## src/rtl/encoder_pkg.sv

```systemverilog
// Shared constants and width helper for the request-to-index encoder.
package encoder_pkg;

  localparam int ENC_N_DEFAULT = 8;

  // Index width for an n-entry vector; never below one bit so y always exists.
  function automatic int clog2_min1(input int n);
    int r;
    r = 0;
    for (int i = 0; i < 31; i++)
      if ((1 << i) < n) r = i + 1;
    return (r < 1) ? 1 : r;
  endfunction

endpackage

```

## src/rtl/encoder_prio_core.sv

```systemverilog
// Combinational MSB-priority encoder: index of highest set bit, any and multi-hot flags.
module encoder_prio_core
  import encoder_pkg::*;
#(
  parameter int N = ENC_N_DEFAULT,
  parameter int W = clog2_min1(N)
) (
  input  logic [N-1:0] a,
  input  logic         en,
  output logic [W-1:0] idx,
  output logic         any,
  output logic         multi
);

  // Walk LSB to MSB so the last set bit seen (the highest) wins.
  always_comb begin
    idx   = '0;
    any   = 1'b0;
    multi = 1'b0;
    if (en) begin
      for (int i = 0; i < N; i++) begin
        if (a[i]) begin
          multi = any;
          idx   = W'(i);
          any   = 1'b1;
        end
      end
    end
  end

endmodule

```

## src/rtl/encoder.sv

```systemverilog
// Registered priority encoder: one-cycle latency, outputs cleared asynchronously on reset.
module encoder
  import encoder_pkg::*;
#(
  parameter int N = ENC_N_DEFAULT,
  parameter int W = clog2_min1(N)
) (
  input  logic         clk,
  input  logic         rst_n,
  input  logic [N-1:0] a,
  input  logic         en,
  output logic [W-1:0] y,
  output logic         valid,
  output logic         multi
);

  logic [W-1:0] idx_c;
  logic         any_c;
  logic         multi_c;

  encoder_prio_core #(.N(N), .W(W)) u_core (
    .a     (a),
    .en    (en),
    .idx   (idx_c),
    .any   (any_c),
    .multi (multi_c)
  );

  always_ff @(posedge clk or negedge rst_n) begin
    if (!rst_n) begin
      y     <= '0;
      valid <= 1'b0;
      multi <= 1'b0;
    end else begin
      y     <= idx_c;
      valid <= any_c;
      multi <= multi_c;
    end
  end

endmodule

```

## config.mk

```make
export PLATFORM = sky130hd
export DESIGN_NAME = encoder
export DESIGN_NICKNAME = d
export VERILOG_FILES = /design/src/rtl/encoder_pkg.sv /design/src/rtl/encoder_prio_core.sv /design/src/rtl/encoder.sv
export SDC_FILE = /design/constraint.sdc
export NUM_CORES = 1
export LEC_CHECK = 0
export CAP_MARGIN = 20
export CORE_AREA = 5 5 42 44
export DETAILED_ROUTE_END_ITERATION = 7
export DIE_AREA = 0 0 47 49
export GPL_ROUTABILITY_DRIVEN = 1
export GPL_TIMING_DRIVEN = 0
export MAX_ROUTING_LAYER = met4
export PLACE_DENSITY = 0.53
export SLEW_MARGIN = 20
export SYNTH_ARGS = -nofsm -noshare
export SYNTH_HDL_FRONTEND = slang
export SYNTH_SLANG_ARGS = --single-unit
```

## constraint.sdc

```tcl
create_clock -name clk -period 0.8 [get_ports clk]
set_input_delay 0.08 -clock clk [delete_from_list [all_inputs] [get_ports clk]]
set_output_delay 0.08 -clock clk [all_outputs]
set_load 0.01 [all_outputs]
```

==> out/results.ini <==
[status]
status = finished with violations
violations = setup timing

[clock_network]
htree_levels = 1
postCtsHoldBufs = 0
clock_path_buffers = 2
cts_tree = built
clk_pin_slew_worst_paths_ns = 0.04
cts-buffers-inserted = 3
clock-root-buffer = clkbuf_4
cts.sinks = 5

[layout]
multi_input_area_um2 = 139
fillCellCount = 163
diodes = 0
syn2layout_area_growth_pct = 79.7
register_area_um2 = 125
layout_common_cells = dlygate4sd2_1, dfrtp_1, a21oi_1, buf_2
drive_above_1_share_pct = 36.2
instances_no_fill = 63
final_core_util_pct = 32.4
final_nets = 59

[power]
max-vdd-ir-drop_mv = 0.474
cellLeakagePower_uw = 0.000199
powerDensity_mw_per_mm2 = 1540

[global_routing]
grt_max_degree = 8
grt_pass1_wl_um = 1150
grt.total_usage_pct = 7.85
grt_pass1_vias = 287
grt-ovfl-total = 0
antenna_found_initial = 0

[route]
dr_total_vias = 270
wl_met2_um = 336
wl_um = 686
antenna_left = 0
routed_via_density = 4.29
dr.pass1.iters = 2
drc = 0
drt_iter0_markers = 5
post_drt_wl_per_cell_um = 10.9
wl_met1_um = 230
wl_met3_um = 92
top_layer = met4

[run]
cap_violations = 0

[synthesis]
synth_top_family_by_area = compound AO/OA/AOI/OAI gates
synth-xor-area-share_pct = 0
synthAdderAreaFrac_pct = 7.92
synthSimpleGateAreaFrac_pct = 14.9
ys_ff_latch = 5
yosysWarnings = 0
synth_seq_area_share_pct = 49.5
yosys.area.top_type = dfrtp_1
synth_compound_area_share_pct = 24.8
syn_area_um2 = 253
synthTopCellsByArea = dfrtp_1, a21oi_1, maj3_1
syn_inst = 27
yosysTopAreaCellShare_pct = 49.5
syn_nets = 38
synth.distinct_cells = 15
synth_area_per_cell_um2 = 9.36
synth_mux_area_share_pct = 0

[placed_design]
place_ws_ns = -0.512
hpwl_um = 447
portBuffers = 15
place.gp.congestion = 0.712
placedCellCount = 58

[sta]
setup_viol = 1
relSlewSlack_pct = 80.8
worst_pin_slew_ns = 0.286
finalCriticalPeriod_ns = 0.800
rsz0062_at_grt = true
fin_tns_setup_ns = -0.000186
setup_ws_ns = -0.000186
finalHoldViolCount = 0
finalCritPeriodShare_pct = 100
fmax_mhz = 1250
report.final.slew_viol_count = 0

[critical_path]
critPathBufInv = 1
crit_family = flip-flops
path_class = register to output port
crit_fanout = 1
cp_slowest_cell = dfrtp_1
cp-start-kind = register
crit_path_cell_trace = buf_6
slowest_delay_ns = 0.36
cp.required_ns = 0.72
crit_arrival_ns = 0.72
worst_setup_path_end_kind = output port

[die]
die_w_um = 47
num_rows = 14
ios = 16
fp.dieH_um = 49
start_util_pct = 18.0
fp.dieArea_mm2 = 0.00230
core_mm2 = 0.00140

[hold_path]
hold_path.class = input pin to async pin

[metal layers]
metal  global-route usage [%]  up-vias
li1                         -      138
met1                     7.62      116
met2                     10.4       14
met3                    0.738        2
met4                     12.0        0
met5                        -        -
[what timing repair did]
action / CTS / global route
pin swaps: 1 / 1
buffers inserted: 0 / 1
setup endpoints to repair: 9 / 7
resized for setup: 38 / 2
[flip-flops by register name (all words and copies together), names as in the netlist]
signal	cells
multi	1
valid	1
y	3
[logic make-up after synthesis]
logic type | count (synthesis)
and+or+nand+nor | 8
adders and majority gates | 2
buffers and inverters | 2
DFF | 5
AOI/OAI and AO/OA | 10
[final cells by class]
class / instances / share of cell area, %
multi-input cells: 20 / 30.6
inverters: 2 / 1.65
well taps: 16 / 4.41
flip-flops and latches: 5 / 27.5
repair buffers: 16 / 30.0
clock buffers: 4 / 5.79
[final timing paths]
| kind | slack (ns) | to | start | depth (start not counted) |
|---|---|---|---|---|
| worst max-delay path | -0.0002 | y[1] | y[1]$_DFF_PN0_ | 1 |
| worst min-delay path | 0.06 | y[2]$_DFF_PN0_ | rst_n | 1 |
| max in group asynchronous | 0.56 | y[0]$_DFF_PN0_ | rst_n | 1 |
| min in group clk | 0.26 | y[0]$_DFF_PN0_ | a[7] | 2 |
[per-stage QoR]
step,power [µW],area (µm²),hold slack [ns]
CTS,704,438,0.0529
global route,740,454,0.0838
floorplan,323,253,-0.216
finish,700,454,0.0568
global placement,428,423,0.309
detailed placement,427,423,0.311
[synth_stat cells]
library cell and number:
inv_1 2, dfrtp_1 5, maj3_1 2, a311oi_1 1, o21bai_1 1, nand2_1 1, nor3_1 2, a21oi_1 4
or3_1 1, nor2_1 3, o21ai_1 1, o41ai_1 1, nor2b_1 1, o21ai_0 1, o21a_1 1
[where the power goes]
part | internal [µW] | switching, µW
Clock | 188 | 95.0
Combinational | 74.6 | 69.8
Sequential | 269 | 3.55
Total | 532 | 168
Note: power is estimated with default switching activity, not from simulation.
